[src/rtl/ipsm_pkg.sv]
// Shared constants and state type for the 28x28 image capture path.
package ipsm_pkg;

  typedef enum logic [2:0] {
    IDLE,
    ARM,
    SKIP,
    SYNC,
    CAPT,
    DONE
  } capt_state_t;

  localparam int IMG_PIXELS = 784;
  localparam int PIX_W      = 8;
  localparam int WORD_W     = 256;
  localparam int LANES      = WORD_W / PIX_W;
  localparam int LANE_W     = $clog2(LANES);
  localparam int PIX_CNT_W  = $clog2(IMG_PIXELS + 1);
  localparam int CNT_W      = 4;

endpackage

[src/rtl/capture_sequencer_pixel_packer.sv]
// Packs successive pixels into byte lanes of one DMEM word; o_word always
// shows the register contents with the current input merged into its lane.
module pixel_packer
  import ipsm_pkg::*;
(
  input  logic              clk,
  input  logic              rst,
  input  logic              i_clear,
  input  logic              i_pix_en,
  input  logic [PIX_W-1:0]  i_data,
  output logic [WORD_W-1:0] o_word,
  output logic              o_lane_full
);

  logic [LANE_W-1:0] r_lane;
  logic [WORD_W-1:0] r_lanes;

  always_comb begin
    o_word = r_lanes;
    o_word[r_lane*PIX_W +: PIX_W] = i_data;
  end

  assign o_lane_full = (r_lane == LANE_W'(LANES - 1));

  always_ff @(posedge clk) begin
    if (rst || i_clear) begin
      r_lanes <= '0;
      r_lane  <= '0;
    end else if (i_pix_en) begin
      if (o_lane_full) begin
        r_lanes <= '0;
        r_lane  <= '0;
      end else begin
        r_lanes <= o_word;
        r_lane  <= r_lane + LANE_W'(1);
      end
    end
  end

endmodule

[src/rtl/capture_sequencer.sv]
// Sequences one frame-aligned 28x28 capture per start request and streams
// packed pixel words to DMEM, retrying on short frames.
module capture_sequencer
  import ipsm_pkg::*;
#(
  parameter int ADDR_W      = 7,
  parameter int BASE_ADDR   = 0,
  parameter int SKIP_FRAMES = 2,
  parameter int MAX_RETRY   = 3
) (
  input  logic              pxlclk,
  input  logic              rst,
  input  logic              iStart,
  input  logic              iAbort,
  input  logic              iFVAL,
  input  logic              iDVAL,
  input  logic [PIX_W-1:0]  iDATA,
  output logic              oBusy,
  output logic              oDone,
  output logic              oErr,
  output logic              oDmem_wren,
  output logic [ADDR_W-1:0] oDmem_addr,
  output logic [WORD_W-1:0] oDmem_data
);

  localparam logic [CNT_W-1:0]     SKIP_L   = CNT_W'(SKIP_FRAMES);
  localparam logic [CNT_W-1:0]     RETRY_L  = CNT_W'(MAX_RETRY);
  localparam logic [PIX_CNT_W-1:0] LAST_PIX = PIX_CNT_W'(IMG_PIXELS - 1);
  localparam logic [ADDR_W-1:0]    BASE_L   = ADDR_W'(BASE_ADDR);

  capt_state_t          r_state, w_next;
  logic                 r_fval_d;
  logic [PIX_CNT_W-1:0] r_pix_cnt;
  logic [ADDR_W-1:0]    r_word_cnt;
  logic [CNT_W-1:0]     r_skip_cnt, r_retry_cnt;
  logic                 r_err, r_wren;
  logic [ADDR_W-1:0]    r_addr;
  logic [WORD_W-1:0]    r_data;

  logic w_rise, w_fall, w_pix_ok, w_last, w_take, w_wr;
  logic w_start, w_clr, w_skip_inc, w_retry_inc, w_set_err, w_lane_full;
  logic [WORD_W-1:0] w_word;

  assign w_rise   = iFVAL & ~r_fval_d;
  assign w_fall   = ~iFVAL & r_fval_d;
  // The rising-edge cycle in SYNC already carries pixel 0.
  assign w_pix_ok = iDVAL & ~iAbort &
                    ((r_state == CAPT) | ((r_state == SYNC) & w_rise));
  assign w_last   = (r_pix_cnt == LAST_PIX);
  // The final pixel wins over a coincident frame fall.
  assign w_take   = w_pix_ok & (~w_fall | w_last);
  assign w_wr     = w_take & (w_lane_full | w_last);

  always_comb begin
    w_next      = r_state;
    w_start     = 1'b0;
    w_clr       = 1'b0;
    w_skip_inc  = 1'b0;
    w_retry_inc = 1'b0;
    w_set_err   = 1'b0;
    if (iAbort && (r_state != IDLE)) begin
      w_next = IDLE;
      w_clr  = 1'b1;
    end else begin
      unique case (r_state)
        IDLE: if (iStart && !iAbort) begin
          w_next  = ARM;
          w_start = 1'b1;
          w_clr   = 1'b1;
        end
        ARM: if (!iFVAL) w_next = (SKIP_FRAMES > 0) ? SKIP : SYNC;
        SKIP: if (w_fall) begin
          if (r_skip_cnt + CNT_W'(1) == SKIP_L) w_next = SYNC;
          else w_skip_inc = 1'b1;
        end
        SYNC: if (w_rise) w_next = (w_take && w_last) ? DONE : CAPT;
        CAPT: begin
          if (w_take && w_last) begin
            w_next = DONE;
          end else if (w_fall) begin
            w_clr       = 1'b1;
            w_retry_inc = 1'b1;
            if (r_retry_cnt + CNT_W'(1) <= RETRY_L) begin
              w_next = SYNC;
            end else begin
              w_set_err = 1'b1;
              w_next    = DONE;
            end
          end
        end
        DONE: w_next = IDLE;
        default: w_next = IDLE;
      endcase
    end
  end

  always_ff @(posedge pxlclk) begin
    if (rst) begin
      r_state     <= IDLE;
      r_fval_d    <= 1'b0;
      r_pix_cnt   <= '0;
      r_word_cnt  <= '0;
      r_skip_cnt  <= '0;
      r_retry_cnt <= '0;
      r_err       <= 1'b0;
      r_wren      <= 1'b0;
      r_addr      <= BASE_L;
      r_data      <= '0;
    end else begin
      r_state  <= w_next;
      r_fval_d <= iFVAL;
      if (w_clr) begin
        r_pix_cnt  <= '0;
        r_word_cnt <= '0;
      end else if (w_take) begin
        r_pix_cnt <= r_pix_cnt + PIX_CNT_W'(1);
        if (w_lane_full) r_word_cnt <= r_word_cnt + ADDR_W'(1);
      end
      if (w_start) r_skip_cnt <= '0;
      else if (w_skip_inc) r_skip_cnt <= r_skip_cnt + CNT_W'(1);
      if (w_start) r_retry_cnt <= '0;
      else if (w_retry_inc) r_retry_cnt <= r_retry_cnt + CNT_W'(1);
      if (w_start) r_err <= 1'b0;
      else if (w_set_err) r_err <= 1'b1;
      r_wren <= w_wr;
      if (w_wr) begin
        r_addr <= BASE_L + r_word_cnt;
        r_data <= w_word;
      end
    end
  end

  pixel_packer u_packer (
    .clk        (pxlclk),
    .rst        (rst),
    .i_clear    (w_clr),
    .i_pix_en   (w_take),
    .i_data     (iDATA),
    .o_word     (w_word),
    .o_lane_full(w_lane_full)
  );

  assign oBusy      = (r_state != IDLE);
  assign oDone      = (r_state == DONE);
  assign oErr       = r_err;
  assign oDmem_wren = r_wren;
  assign oDmem_addr = r_addr;
  assign oDmem_data = r_data;

endmodule

[config.mk]
export PLATFORM = sky130hd
export DESIGN_NAME = capture_sequencer
export DESIGN_NICKNAME = d
export VERILOG_FILES = /design/src/rtl/ipsm_pkg.sv /design/src/rtl/capture_sequencer_pixel_packer.sv /design/src/rtl/capture_sequencer.sv
export SDC_FILE = /design/constraint.sdc
export NUM_CORES = 1
export LEC_CHECK = 0
export BUFFER_PORTS_ARGS = -buffer_cell sky130_fd_sc_hd__buf_2
export CORE_MARGIN = 10
export CORE_UTILIZATION = 55
export CTS_BUF_LIST = sky130_fd_sc_hd__clkbuf_4 sky130_fd_sc_hd__clkbuf_8
export DETAILED_ROUTE_END_ITERATION = 8
export PLACE_DENSITY_LB_ADDON = 0.1
export SETUP_SLACK_MARGIN = 0.05
export SYNTH_ARGS = -nofsm -noshare
export SYNTH_HDL_FRONTEND = slang
export SYNTH_SLANG_ARGS = --single-unit
export TNS_END_PERCENT = 10
[constraint.sdc]
create_clock -name pxlclk -period 7.4 [get_ports pxlclk]
set_input_delay 1.11 -clock pxlclk [delete_from_list [all_inputs] [get_ports pxlclk]]
set_output_delay 1.11 -clock pxlclk [all_outputs]
set_load 0.02 [all_outputs]
==> flow_summary_export.csv, run 1 <==
group,metric,value,unit
outcome,status,"finished, final reports clean",
sta,finalHoldViolCount,0,
clocking,post-cts-setup-buffers,0,
synth,synth_async_sr_flop_share,0,
critical_path,r2r_start,"u_packer.r_lane[0]",
pwr,power,0.00593,W
place,post-dp-hpwl,47700,µm
routing,ant_nets,0,
routing,vias,20500,
global_route,grtUsageMet3,0.0506,
synth,synth_cell_type_count,79,
synth,ys.flop_type,"dfxtp_1",
clocking,cts_tree,"done",
synth,ys_ff_latch,555,
critical_path,arrival,4.80,ns
pwr,power.share.sequential,0.505,
routing,wire_per_inst,21.0,µm
global_route,grt_max_degree,160,
clocking,root_buffer,"clkbuf_8",
pwr,swShare,0.228,
routing,dr.pass1.iters,5,
critical_path,worstPathRequired,7.96,ns
clocking,hold_buffers,0,
floorplanning,die_w,224,µm
sta,drv_slew,0,
sta,slew-limit-headroom,0.224,
pwr,p_int,0.00458,W
routing,drt_iter0_markers,2217,
worst_hold_path,hold_start,"u_packer.r_lanes[172]",
pwr,p_leak,9.26,nW
place,io_buffers,280,
global_route,use_met1,0.354,
routing,viasPerCell,6.09,
worst_hold_path,hp-class,"flop to flop",
critical_path,worstSetupPathType,"flop to flop",
global_route,grt_busiest_layer,"met2",
place,gp_congestion,0.938,
pwr,p_comb_frac,0.027,
sta,finalCritPeriodShare,0.573,
synth,synth.cell_area,22900,µm²
layout,mostFrequentLayoutCell,"dfxtp_1",
sta,skew,0.0193,ns
routing,wl,70700,µm
floorplanning,start_util,0.559,
global_route,grt_usage,0.267,
sta,rsz0062_at_grt,"false",
global_route,grt_pass1_vias,19000,
synth,avgSynthCellArea,8.80,µm²
critical_path,crit_path_start_kind,"flop",
sta,max_freq,0.236,GHz
sta,fin_setup_tns,0,ns
pwr,ir_drop,0.175,mV
clocking,cts_sinks,555,
sta,finalSetupViolations,0,
global_route,grt_overflow,0,
sta,min_period,4.24,ns
synth,yosysSeqAreaShare,0.484,
floorplanning,core,41000,µm²
layout,area_growth,14.2,%
synth,synth_edf_count,0,
synth,yosysWarningCount,0,
layout,mostFrequentLayoutCells,"dfxtp_1, nor2_1, buf_2",
pwr,power_density,226,nW/µm²
global_route,antenna_found_initial,0,
global_route,grt_pass1_wl,109000,µm
clocking,clkSlewWorstSetupHoldPaths,0.06,ns
global_route,grtUsageMet2,0.420,
layout,drive_above_1_share,0.191,
run,cap_violations,0,
synth,syn_inst,2607,
floorplanning,fp-row-count,74,
layout,nets,2796,
clocking,cts_max_path_buffers,3,
floorplanning,io_pins,281,
floorplanning,chipHeight,224,µm
clocking,h-tree-depth,3,
floorplanning,dieArea,50300,µm²
synth,synth_fp_nets,2630,
critical_path,crit_path_max_fanout,159,
clocking,clk_latency,0.66,ns
clocking,numCtsBuffers,90,
critical_path,end_kind,"flop",
routing,drc,0,
critical_path,cp-startpoint,"u_packer.r_lane[0]",
pwr,clockPowerShare,0.468,
clocking,cts_resized,0,
pwr,switching_power,0.00135,W
sta,tightest_slew,1.15,ns
layout,n_fill_cell,3517,
-- worst max-delay path: stages, from the launching register on --
cell	delay, ns
dfxtp_1	0.65
ha_1	0.28
and3_1	0.17
ha_2	0.52
buf_4	0.46
a21oi_1	0.20
nor2_4	0.16
buf_12	0.50
buf_4	0.68
nor2_1	0.09
a211oi_1	0.25
-- power by group through the flow --
stage               logic [W]  registers, W  clock network (W)
global placement     0.000151       0.00306                  0
detailed placement   0.000153       0.00306                  0
finish               0.000158       0.00300            0.00277
CTS                  0.000154       0.00300            0.00281
global route         0.000166       0.00299            0.00296
floorplan            0.000114       0.00306                  0
-- cell type report --
| type | count | area [µm²] | area share |
|---|---|---|---|
| Inverter | 12 | 45.0 | 0.00172 |
| Timing Repair Buffer | 301 | 1590 | 0.0608 |
| Clock inverter | 15 | 118 | 0.00449 |
| Antenna cell | 1 | 2.50 | 0.0000955 |
| Multi-Input combinational cell | 1813 | 10900 | 0.415 |
| Sequential cell | 555 | 11100 | 0.424 |
| Tap cell | 532 | 666 | 0.0254 |
| Clock buffer | 144 | 1790 | 0.0682 |
-- through the flow --
stage / hold slack (ns) / cell area [µm²] / instances / setup slack [ns] / util
after detailed placement: 0.442 / 24300 / 3213 / 3.27 / 0.592
after CTS: 0.455 / 26200 / 3372 / 3.23 / 0.639
final: 0.451 / 26200 / 3373 / 3.16 / 0.639
after floorplan: 0.424 / 22900 / 2607 / 4.21 / -
after global routing: 0.467 / 26200 / 3372 / 2.80 / 0.639
after global placement: 0.433 / 24300 / 3213 / 3.40 / 0.592
-- final timing paths --
kind,depth (start not counted),slack [ns],to
max reg2reg,10,3.16,oDmem_data[187]
max,10,3.16,oDmem_data[187]
min,2,0.45,u_packer.r_lanes[172]
min reg2reg,2,0.45,u_packer.r_lanes[172]
-- cells by family (layout without fill, tap and decap cells) --
| family | after synthesis | count (layout) | synth area share |
|---|---|---|---|
| simple gates | 1059 | 1059 | 0.211 |
| other cells | 0 | 1 | 0 |
| compound gates | 618 | 618 | 0.201 |
| mux | 107 | 107 | 0.0469 |
| buf+inv | 239 | 472 | 0.0446 |
| xor+xnor | 20 | 20 | 0.00796 |
| fa+ha+maj | 9 | 9 | 0.00491 |
| flops | 555 | 555 | 0.484 |
-- Yosys cell counts, drive strengths merged, types with 8 or more instances --
| master | number | share of area |
|---|---|---|
| o21ai | 123 | 0.028 |
| o2bb2ai | 16 | 0.0061 |
| a32oi | 9 | 0.0034 |
| o32ai | 8 | 0.0031 |
| and3 | 23 | 0.0063 |
| a22oi | 28 | 0.0092 |
| mux2i | 106 | 0.046 |
| a311oi | 52 | 0.020 |
| nor2 | 440 | 0.074 |
| nor2b | 12 | 0.0033 |
| nand4 | 9 | 0.0025 |
| nor3 | 207 | 0.048 |
| ha | 9 | 0.0049 |
| inv | 12 | 0.0020 |
| dfxtp | 555 | 0.48 |
| nand2b | 14 | 0.0038 |
| a21oi | 54 | 0.012 |
| nand2 | 242 | 0.040 |
| a21o | 10 | 0.0033 |
| clkbuf | 132 | 0.022 |
| a211oi | 208 | 0.069 |
| xnor2 | 15 | 0.0061 |
| a32o | 72 | 0.031 |
| nor4 | 8 | 0.0049 |
| or3 | 11 | 0.0030 |
| nand3 | 61 | 0.014 |
| buf | 95 | 0.021 |
| and2 | 11 | 0.0030 |
| a31o | 16 | 0.0061 |
-- state kept, by name (all words and copies together) (netlist names), 3 cells and up --
register,count
oDmem_addr,7
oDmem_data,256
r_pix_cnt,10
r_retry_cnt,4
r_skip_cnt,4
r_state,3
r_word_cnt,7
u_packer.r_lane,5
u_packer.r_lanes,256
-- metal layers --
metal	up-vias	part of all wire
li1	9771	-
met1	9727	0.43
met2	874	0.46
met3	161	0.080
met4	0	0.038
met5	-	0
Note: power is estimated with default switching activity, not from simulation.
==> run 2, diff against run 1 <==
--- a/config.mk
+++ b/config.mk
@@ -7,7 +7,7 @@
 export LEC_CHECK = 0
 export BUFFER_PORTS_ARGS = -buffer_cell sky130_fd_sc_hd__buf_2
 export CORE_MARGIN = 10
-export CORE_UTILIZATION = 55
+export CORE_UTILIZATION = 54
 export CTS_BUF_LIST = sky130_fd_sc_hd__clkbuf_4 sky130_fd_sc_hd__clkbuf_8
 export DETAILED_ROUTE_END_ITERATION = 8
 export PLACE_DENSITY_LB_ADDON = 0.1
==> constraint.sdc (replaced) <==
create_clock -name pxlclk -period 3.5 [get_ports pxlclk]
set_input_delay 0.525 -clock pxlclk [delete_from_list [all_inputs] [get_ports pxlclk]]
set_output_delay 0.525 -clock pxlclk [all_outputs]
set_load 0.02 [all_outputs]
==> flow_summary_export.csv, run 2 (same netlist as run 1, synthesis figures left out) <==
group,metric,value,unit
outcome,status,"finished, final reports clean",
clocking,cts_resized,0,
critical_path,crit_slowest_cell,"or3_1",
global_route,antenna_found_initial,1,
place,post-dp-hpwl,50100,µm
pwr,p_leak,9.67,nW
sta,drv_slew,0,
sta,hold_slack,0.185,ns
routing,met3_length,5860,µm
sta,tightest_slew,1.49,ns
clocking,root_buffer,"clkbuf_8",
routing,viasPerCell,6.06,
critical_path,arrival,3.78,ns
floorplanning,die_w,226,µm
sta,min_period,3.22,ns
worst_hold_path,hp-class,"input port to flop",
routing,drt_iter0_markers,1836,
layout,multi_input_area,10900,µm²
floorplanning,io_pins,281,
critical_path,max_stage_delay,0.70,ns
pwr,power_density,472,nW/µm²
pwr,power,0.0127,W
critical_path,crit_path_start_kind,"flop",
routing,wl,72400,µm
place,io_buffers,280,
clocking,hold_buffers,0,
critical_path,path_buf_inv,1,
sta,skew,0.0247,ns
routing,wl_met2,33700,µm
layout,mostFrequentLayoutCell,"dfxtp_1",
critical_path,end_kind,"flop",
critical_path,worstPathRequired,4.06,ns
clocking,cts_max_path_buffers,3,
global_route,grt_pass1_wl,112000,µm
sta,rsz0062_at_grt,"false",
place,dp_cells,3293,
critical_path,worstSetupPathType,"flop to flop",
sta,finalCritPeriodShare,0.920,
place,gp_congestion,0.931,
floorplanning,chipHeight,226,µm
global_route,grt_max_degree,209,
floorplanning,start_util,0.547,
global_route,grt_pass1_vias,20000,
clocking,clkSlewWorstSetupHoldPaths,0.06,ns
critical_path,crit_chain,"inv_1 > ha_1 > nor3b_1 > ha_1 > or3_1 > or2_1 > a21o_1 > a32o_1",
layout,drive_above_1_share,0.211,
floorplanning,core,41900,µm²
clocking,cts_tree,"done",
routing,ant_nets,0,
clocking,post-cts-setup-buffers,0,
sta,fin_setup_tns,0,ns
critical_path,crit_path_max_fanout,13,
sta,finalHoldViolCount,0,
routing,wire_per_inst,21.0,µm
sta,max_freq,0.311,GHz
critical_path,cpMostUsedCell,"ha_1",
critical_path,cp_top_family,"simple AND/OR/NAND/NOR gates",
sta,slew-limit-headroom,0.00942,
pwr,ir_drop,0.373,mV
clocking,h-tree-depth,3,
routing,drc,0,
layout,n_fill_cell,3565,
floorplanning,fp-row-count,75,
routing,top_layer,"met5",
routing,dr.pass1.iters,6,
clocking,cts_sinks,555,
routing,wirelength_met1,30000,µm
floorplanning,dieArea,51100,µm²
layout,area_growth,17.2,%
layout,final-seq-area,11100,µm²
layout,nets,2870,
layout,final_cells,3451,
clocking,clk_latency,0.67,ns
run,cap_violations,0,
routing,vias,20900,
layout,diodes,0,
layout,mostFrequentLayoutCells,"dfxtp_1, nor2_1, buf_2",
global_route,grt_overflow,0,
clocking,numCtsBuffers,91,
sta,finalSetupViolations,0,
global_route,grt_usage,0.274,
run 2: path summary, 6_finish.rpt:
path                            cells past startpoint  slack, ns                    end                  from
worst min-delay path                                2       0.19               r_fval_d                 iFVAL
worst min register to register                      2       0.45   u_packer.r_lanes[62]  u_packer.r_lanes[62]
worst max-delay path                                8       0.28  u_packer.r_lanes[107]    u_packer.r_lane[1]
worst max register to register                      8       0.28  u_packer.r_lanes[107]    u_packer.r_lane[1]
run 2: per-stage QoR:
step	area (µm²)	utilization	setup slack (ns)
CTS	26900	0.641	0.257
detailed placement	24900	0.594	0.281
floorplan	22900	-	0.313
finish	26900	0.641	0.279
global route	26900	0.641	0.0960
global placement	24900	0.594	0.377
run 2: routing by layer:
layer | global-route usage | up-vias
met3 | 0.0671 | 165
met1 | 0.344 | 9995
met2 | 0.442 | 863
met5 | 0 | -
met4 | 0.115 | 2
li1 | - | 9902
run 2: worst reg2reg max path, cell delays in order, from the launching register on:
cell	delay, ns
dfxtp_1	0.56
inv_1	0.09
ha_1	0.21
nor3b_1	0.15
ha_1	0.31
or3_1	0.70
or2_1	0.47
a21o_1	0.33
a32o_1	0.30
run 2: layout make-up:
cell class | instances | share of cell area
clock buffers | 139 | 0.0658
multi-input cells | 1813 | 0.405
repair buffers | 374 | 0.0829
well taps | 539 | 0.0251
inverters | 12 | 0.00168
flip-flops and latches | 555 | 0.413
clock inverters | 19 | 0.00656
run 2: power breakdown:
group	switching, W	total (W)	internal (W)	leakage, nW
sequential	0.00000927	0.00633	0.00632	4.47
combinational	0.000287	0.000349	0.0000618	4.16
clock	0.00256	0.00600	0.00343	1.04
total	0.00286	0.0127	0.00982	9.67
==> run 3, diff against run 2 <==
--- a/config.mk
+++ b/config.mk
@@ -7,8 +7,7 @@
 export LEC_CHECK = 0
 export BUFFER_PORTS_ARGS = -buffer_cell sky130_fd_sc_hd__buf_2
 export CORE_MARGIN = 10
-export CORE_UTILIZATION = 54
-export CTS_BUF_LIST = sky130_fd_sc_hd__clkbuf_4 sky130_fd_sc_hd__clkbuf_8
+export CORE_UTILIZATION = 52
 export DETAILED_ROUTE_END_ITERATION = 8
 export PLACE_DENSITY_LB_ADDON = 0.1
 export SETUP_SLACK_MARGIN = 0.05
==> flow_summary_export.csv, run 3 (same netlist as run 1, synthesis figures left out) <==
group,metric,value,unit
pwr,power,0.0131,W
outcome,status,"finished, final reports clean",
pwr,power.share.sequential,0.484,
layout,drive_above_1_share,0.189,
global_route,grt_pass1_wl,112000,µm
sta,finalCritPeriodShare,0.917,
floorplanning,chipHeight,230,µm
routing,viasPerCell,6.04,
sta,drv_slew,0,
critical_path,crit_path_start_kind,"flop",
clocking,root_buffer,"clkbuf_16",
layout,area_growth,17.3,%
floorplanning,start_util,0.529,
pwr,p_leak,9.56,nW
place,post-dp-hpwl,50700,µm
floorplanning,die_w,230,µm
layout,final_area,26900,µm²
sta,tightest_slew,1.17,ns
clocking,clkSlewWorstSetupHoldPaths,0.06,ns
critical_path,worstPathRequired,4.00,ns
pwr,ir_drop,0.400,mV
floorplanning,dieArea,52900,µm²
routing,wl_met2,34600,µm
routing,wire_per_inst,21.3,µm
critical_path,worstSetupPathType,"flop to flop",
pwr,power_density,486,nW/µm²
global_route,grt_pass1_vias,19400,
sta,setup_ws,0.292,ns
routing,top_layer,"met5",
routing,drc,0,
routing,vias,20700,
layout,diodes,0,
pwr,p_int,0.0102,W
routing,wl,73200,µm
critical_path,arrival,3.71,ns
sta,finalHoldViolCount,0,
pwr,switching_power,0.00286,W
run,cap_violations,0,
clocking,cts_tree,"done",
sta,skew,0.0221,ns
routing,dr.pass1.iters,5,
routing,met3_length,5490,µm
pwr,clockPowerShare,0.489,
global_route,antenna_found_initial,1,
floorplanning,io_pins,281,
clocking,cts_sinks,555,
global_route,grt_usage,0.262,
layout,nets,2824,
clocking,clk_latency,0.62,ns
place,pre_cts_ws,0.295,ns
global_route,grt_max_degree,132,
global_route,grt_overflow,0,
routing,ant_nets,0,
place,placed_area,24900,µm²
sta,rsz0062_at_grt,"false",
critical_path,crit_path_max_fanout,14,
layout,n_fill_cell,3862,
sta,finalSetupViolations,0,
sta,max_freq,0.312,GHz
sta,min_period,3.21,ns
floorplanning,core,43400,µm²
pwr,swShare,0.218,
sta,fin_setup_tns,0,ns
sta,hold_slack,0.218,ns
layout,mostFrequentLayoutCells,"dfxtp_1, nor2_1, buf_2",
place,gp_congestion,0.945,
pwr,p_comb_frac,0.027,
layout,mostFrequentLayoutCell,"dfxtp_1",
floorplanning,fp-row-count,76,
place,io_buffers,280,
clocking,cts_max_path_buffers,3,
clocking,h-tree-depth,2,
worst_hold_path,hp-class,"input port to flop",
critical_path,end_kind,"flop",
sta,slew-limit-headroom,0.219,
clocking,numCtsBuffers,56,
routing,wirelength_met1,30500,µm
routing,drt_iter0_markers,1643,
clocking,post-cts-setup-buffers,0,
## run 3: cell count changes in the layout (fill, tap and decap cells not counted), moves of 4 or more
cell       before  now
clkbuf_4       23    0
clkinv_2       14    8
buf_4          85   74
clkbuf_1        0   13
clkbuf_8      117   17
clkbuf_16       0   57
bufinv_16       3    7
## run 3: final cells by class
class                           count  area, µm²  share of cell area
Clock inverter                     19        284              0.0106
Clock buffer                       86       1700              0.0630
Inverter                           12       45.0             0.00167
Tap cell                          585        732              0.0272
Timing Repair Buffer              363       2150              0.0798
Sequential cell                   555      11100               0.413
Multi-Input combinational cell   1813      10900               0.405
## run 3: path summary, 6_finish.rpt
| kind | endpoint | depth (start not counted) | start | slack, ns |
|---|---|---|---|---|
| max | u_packer.r_lanes[104] | 9 | u_packer.r_lane[1] | 0.29 |
| min | r_fval_d | 2 | iFVAL | 0.22 |
| max reg2reg | u_packer.r_lanes[104] | 9 | u_packer.r_lane[1] | 0.29 |
| min reg2reg | u_packer.r_lanes[38] | 2 | u_packer.r_lanes[38] | 0.45 |
## run 3: power by group through the flow
stage	clock [W]	combinational, W	sequential, W
4_1_cts	0.00647	0.000341	0.00633
5_1_grt	0.00670	0.000367	0.00633
3_5_place_dp	0	0.000341	0.00647
2_1_floorplan	0	0.000240	0.00646
3_3_place_gp	0	0.000337	0.00647
6_report	0.00640	0.000349	0.00633
## run 3: critical path, stage by stage (launching register included)
cell      delay [ns]
dfxtp_1         0.56
inv_1           0.09
ha_1            0.20
buf_4           0.17
nand2b_1        0.16
o21a_1          0.18
or3_1           0.63
or2_1           0.47
a21o_1          0.33
a32o_1          0.29
## run 3: metrics by stage
| stage | util | instances |
|---|---|---|
| 2_1_floorplan | - | 2607 |
| 3_3_place_gp | 0.574 | 3328 |
| 3_5_place_dp | 0.574 | 3328 |
| 4_1_cts | 0.620 | 3433 |
| 5_1_grt | 0.620 | 3433 |
| 6_report | 0.620 | 3433 |
## run 3: timing repair
action	in CTS	in global routing
gates resized for setup	0	1
hold buffers	0	0
endpoints found under the setup margin	0	1
## run 3: metal layers
metal  vias to the layer above  GRT usage
met5                         -          0
met4                         2     0.0974
met2                       770      0.426
met3                       151     0.0574
met1                     10000      0.335
li1                       9806          -
